`config.mk`:
```
export PLATFORM = sky130hd
export DESIGN_NAME = instr_fetch
export DESIGN_NICKNAME = d
export VERILOG_FILES = /design/src/rtl/instr_fetch.sv
export SDC_FILE = /design/constraint.sdc
export NUM_CORES = 1
export LEC_CHECK = 0
export BUFFER_PORTS_ARGS = -buffer_cell sky130_fd_sc_hd__clkbuf_2
export CAP_MARGIN = 20
export CORE_MARGIN = 5
export CORE_UTILIZATION = 35
export CTS_BUF_LIST = sky130_fd_sc_hd__clkbuf_8
export CTS_CLUSTER_DIAMETER = 60
export DETAILED_ROUTE_END_ITERATION = 10
export PLACE_DENSITY = 0.65
export SYNTH_ARGS = -nofsm -noshare
export SYNTH_HDL_FRONTEND = slang
export SYNTH_SLANG_ARGS = --single-unit
```
`constraint.sdc`:
```
create_clock -name clk -period 9 [get_ports clk]
set_input_delay 2.25 -clock clk [delete_from_list [all_inputs] [get_ports clk]]
set_output_delay 2.25 -clock clk [all_outputs]
set_load 0.01 [all_outputs]
```
`src/rtl/instr_fetch.sv`:
```
// Instruction fetch stage: owns the fetch PC, issues req/ack word reads to instruction
// memory and buffers returned words with their PC in a small FIFO toward decode.
module instr_fetch #(
  parameter logic [31:0] RESET_PC = 32'h0000_0000,
  parameter int unsigned DEPTH    = 2
) (
  input  logic        clk,
  input  logic        rst,
  output logic        imem_req,
  output logic [31:0] imem_addr,
  input  logic        imem_ack,
  input  logic [31:0] imem_rdata,
  input  logic        redirect,
  input  logic [31:0] redirect_pc,
  output logic        inst_valid,
  output logic [31:0] inst,
  output logic [31:0] inst_pc,
  input  logic        inst_ready
);
  localparam int unsigned      PTR_W   = (DEPTH > 1) ? $clog2(DEPTH) : 1;
  localparam int unsigned      CNT_W   = PTR_W + 1;
  localparam logic [CNT_W-1:0] FULL    = CNT_W'(DEPTH);
  localparam logic [31:0]      PC_MASK = 32'hFFFF_FFFC;

  typedef enum logic [1:0] {IDLE, FETCH, DRAIN} state_t;

  state_t           state;
  logic [31:0]      fetch_pc;
  logic [31:0]      drain_addr;
  logic [31:0]      buf_inst [DEPTH];
  logic [31:0]      buf_pc   [DEPTH];
  logic [PTR_W-1:0] rd_ptr;
  logic [PTR_W-1:0] wr_ptr;
  logic [CNT_W-1:0] count;
  logic [CNT_W-1:0] count_after;
  logic             push;
  logic             pop;

  // Request lines depend on state only; DRAIN keeps the abandoned address on the bus.
  assign imem_req    = ~rst & (state != IDLE);
  assign imem_addr   = (state == DRAIN) ? drain_addr : fetch_pc;

  assign inst_valid  = (count != '0);
  assign inst        = buf_inst[rd_ptr];
  assign inst_pc     = buf_pc[rd_ptr];

  assign pop         = inst_valid & inst_ready;
  assign push        = (state == FETCH) & imem_ack & ~redirect;
  assign count_after = count + CNT_W'(push) - CNT_W'(pop);

  always_ff @(posedge clk) begin
    if (rst) begin
      state      <= FETCH;
      fetch_pc   <= RESET_PC & PC_MASK;
      drain_addr <= '0;
      rd_ptr     <= '0;
      wr_ptr     <= '0;
      count      <= '0;
      for (int unsigned i = 0; i < DEPTH; i++) begin
        buf_inst[i] <= '0;
        buf_pc[i]   <= '0;
      end
    end else begin
      // Redirect flushes the buffer; a pop in the same cycle is simply absorbed.
      if (redirect) begin
        count  <= '0;
        rd_ptr <= '0;
        wr_ptr <= '0;
      end else begin
        if (push) begin
          buf_inst[wr_ptr] <= imem_rdata;
          buf_pc[wr_ptr]   <= fetch_pc;
          wr_ptr           <= wr_ptr + PTR_W'(1);
        end
        if (pop) rd_ptr <= rd_ptr + PTR_W'(1);
        count <= count_after;
      end

      unique case (state)
        IDLE: begin
          if (redirect || (count < FULL)) state <= FETCH;
        end
        FETCH: begin
          if (redirect) begin
            if (!imem_ack) begin
              drain_addr <= fetch_pc;
              state      <= DRAIN;
            end
          end else if (imem_ack) begin
            fetch_pc <= fetch_pc + 32'd4;
            if (count_after >= FULL) state <= IDLE;
          end
        end
        DRAIN: begin
          if (imem_ack) state <= FETCH;
        end
        default: state <= FETCH;
      endcase

      if (redirect) fetch_pc <= redirect_pc & PC_MASK;
    end
  end

endmodule

```
==> implementation parameters <==
Parameter                              Value

Critical path
  Flop-to-flop setup slack    about 6.4 ns
  Crit start category    input pin
  Ordered cell list for the critical path    clkbuf_2 > buf_4 > nor2_1 > clkbuf_2
  Max stage delay cell, worst path    buf_4
  RR Endpoint    state[0]
  Arrival time reported for the critical path endpoint    between 3 and 4 ns
  R2r startpoint    state[0]
  Depth of the worst register-to-register path    9
  Category of the worst setup path capture point    output port
  Start-to-end type of the worst setup path    input pin to output port
  Cell seen most often among critical-path stages    clkbuf_2
  Maximum net fanout on the critical path    80
  Delay of the slowest critical-path stage    approximately 0.64 ns
  Required time of the critical path    approximately 6.8 ns

Logic synthesis
  Count of flip-flops with a built-in enable after synthesis    ~120
  Number of distinct library cell variants in the gate-level netlist after synthesis    between 50 and 60
  Avg Cell Area, Syn    approximately 11 um^2
  Total of flip-flops plus latches after synthesis    about 190
  Cell area after synthesis    between 0.008 and 0.009 mm^2
  Fraction of the yosys area taken by sequential cells    0.5652
  Post-Synthesis Cells    approximately 800
  Yosys warnings    0
  Predominant post-synthesis flop cell    edfxtp_1
  Fraction of synthesis flops using an asynchronous set or reset pin    0

Drt
  First drt pass iteration count    4
  Post-detailed-route via-to-cell ratio    4.936
  Remaining routing DRC violations    0
  1st-iter DRT viols    302
  Vias after detailed routing    6195
  Count of antenna-violating nets left after detailed routing    0
  Total wirelength of the detailed-routed design    21740 um
  Average wire per cell in the routed design    17.32 um

Cells and area
  Final standard cell count with taps included and fillers excluded    ~1300
  Net total in the final layout    ~980
  Antenna diode instance count    0
  Ratio of cells with drive above 1 in the final layout    0.3384
  Area growth from synthesis to layout    16.69%
  Register Area    0.005066 mm^2
  Footprint of the multi-input gates    approximately 0.0036 mm^2
  Final std cell area, no fill    around 0.010 mm^2
  Fillers    between 2000 and 2500

GRT
  Met1 Track Usage GR    0.2035
  Met2 usage    0.2432
  Global route hottest layer    met2
  Antenna violations before repair    0
  GR Util met3    0.03647
  Vias in the first global route    between 6000 and 7000
  GRT Util Overall    0.1507
  Global route total overflow    0
  Wire length of the first global-routing pass    around 34000 um
  Largest net degree at the start of global routing    approximately 80

Job
  Number of violations of the max-capacitance limit    0

Floorplanning
  I/O pin count    167
  Floorplan Core Area    0.02518 mm^2
  Horizontal die dimension    about 170 um
  Initial standard-cell utilization of the core    0.3559
  Die Area    just under 0.03 mm^2
  Height of the die    about 170 um
  Placement row count    58

Placement
  Area of placed instances    between 0.009 and 0.01 mm^2
  Placed cell count    roughly 1200
  Final RePlAce weighted congestion    roughly 0.77
  I/O Buffers    between 150 and 200
  DPL Wire Length    ~14000 um

Power and ir drop
  Total power per unit cell area    ~170 mW/mm^2
  Worst voltage drop across the vdd grid    0.09672 mV
  Cell leakage power    roughly 4 nW

Timing
  Worst clock skew    between 0.015 and 0.02 ns
  Final setup violating endpoints    0
  Share of the cycle needed by the critical path after routing    0.6161
  Achievable frequency    approximately 0.18 GHz
  Actual transition at the worst max-transition pin    roughly 1.0 ns
  Sum Neg Setup Slack    0 ns
  Shortest period the worst path allows    approximately 5.5 ns
  Normalized max-slew margin    0.3044
  Final number of max-transition violations    0
  RSZ-0062 raised after global routing    no
  Number of hold violations in the final report    0

Min path
  Worst-case hold path end point    drain_addr[29]
  Hold-critical path depth    2
  Beginning of the worst hold path    drain_addr[29]
  Min-delay worst type    flip-flop to flip-flop

CTS
  Clock network latency to the later pin of the worst-skew pair    around 0.46 ns
  Maximum clock insertion buffer count    2
  Reg clk slew, reported paths    about 0.10 ns
  Count of buffers added by post-CTS timing repair for setup    0
  Sink count of the clock tree    191
  Clock buffers created by TritonCTS    17
  Quantity of hold-fixing buffers added after cts    0
  Resize count post-CTS    0
  CTS tree    yes
  Clock root cell    clkbuf_8
  Maximum level of the CTS H-tree    4

Run status
  Result of the run    complete, no violations
worst max-delay path: cells and delay by family:
family,cells,cell delay (ns)
AND/OR/NAND/NOR,1,0.12
buffers and inverters,3,0.88
cell usage in the layout, fill, tap and decap left out, drive strengths merged, types with 5 or more instances in the layout:
master,Yosys,final
nand4,16,16
a211oi,9,9
a21oi,36,36
nor3,9,9
mux2,92,92
or4,12,12
o31ai,6,6
inv,4,8
or3,9,9
edfxtp,124,124
o21ai,14,14
nor3b,5,5
dfxtp,67,67
clkbuf,48,179
and2,129,129
nand2,80,80
and3,8,8
nand3,14,14
buf,20,9
a311oi,13,13
nor2,30,30
xnor2,6,6
clkinv,1,6
xor2,8,8
cells by family after synthesis:
kind of cell | synth area share
multiplexers | 0.1156
other | 0.0004185
AND/OR/NAND/NOR | 0.2029
adder cells (fa/ha/maj) | 0.004189
flip-flops | 0.5652
XOR/XNOR | 0.01368
buffers and inverters | 0.03449
AO/OA/AOI/OAI | 0.06353
layer usage:
layer	vias up	part of all wire
met1	2980	0.47
met4	0	0.015
met5	-	0
met2	150	0.47
met3	20	0.050
li1	3045	-
metrics by stage:
stage	worst slack, ns	power (mW)	hold slack (ns)	util
after floorplan	2.685	1.138	0.4338	-
after global placement	3.463	1.218	0.4393	0.3965
after detailed placement	3.454	1.223	0.4451	0.3965
after CTS	3.453	1.842	0.4597	0.4138
after global routing	3.365	1.898	0.4801	0.4152
final	3.456	1.815	0.4562	0.4152
registers in the layout, indices dropped and copies added (netlist names), named ones only:
register    flops
buf_inst       64
buf_pc         60
drain_addr     30
fetch_pc       30
count           2
state           2
rd_ptr          1
wr_ptr          1
how the worst max path moves through the flow:
| stage | cells past startpoint | from | end |
|---|---|---|---|
| floorplan | 5 | imem_ack | buf_inst[0][0] |
| detailed placement | 4 | rst | imem_req |
| global placement | 4 | rst | imem_req |
| CTS | 4 | rst | imem_req |
| finish | 4 | rst | imem_req |
| global route | 4 | rst | imem_req |
Yosys cell counts (all sizes together), types with 2 or more instances:
master	instances	area share
and2	129	0.090
edfxtp	124	0.42
mux2	92	0.12
nand2	80	0.034
dfxtp	67	0.15
clkbuf	48	0.020
a21oi	36	0.020
nor2	30	0.013
buf	20	0.012
nand4	16	0.012
nand3	14	0.0078
o21ai	14	0.0078
a311oi	13	0.013
or4	12	0.011
a211oi	9	0.0075
nor3	9	0.0050
or3	9	0.0064
and3	8	0.0057
xor2	8	0.0078
o31ai	6	0.0050
xnor2	6	0.0059
nor3b	5	0.0042
inv	4	0.0017
a211o	3	0.0029
ha	3	0.0042
nor4	3	0.0021
o21bai	3	0.0025
or2	3	0.0021
and4b	2	0.0022
layout make-up:
class	instances	area share
clock buffers	19	0.02501
clock inverters	13	0.01687
inverters	5	0.001795
multi-input cells	528	0.3474
flip-flops and latches	191	0.4845
well taps	330	0.03949
repair buffers	169	0.08496
report_power, final:
part	internal, mW	leakage, nW	switching (mW)
registers	0.979	1.84	0.0333
clock network	0.307	0.232	0.308
logic	0.0800	2.03	0.108
Note: power is estimated with default switching activity, not from simulation.
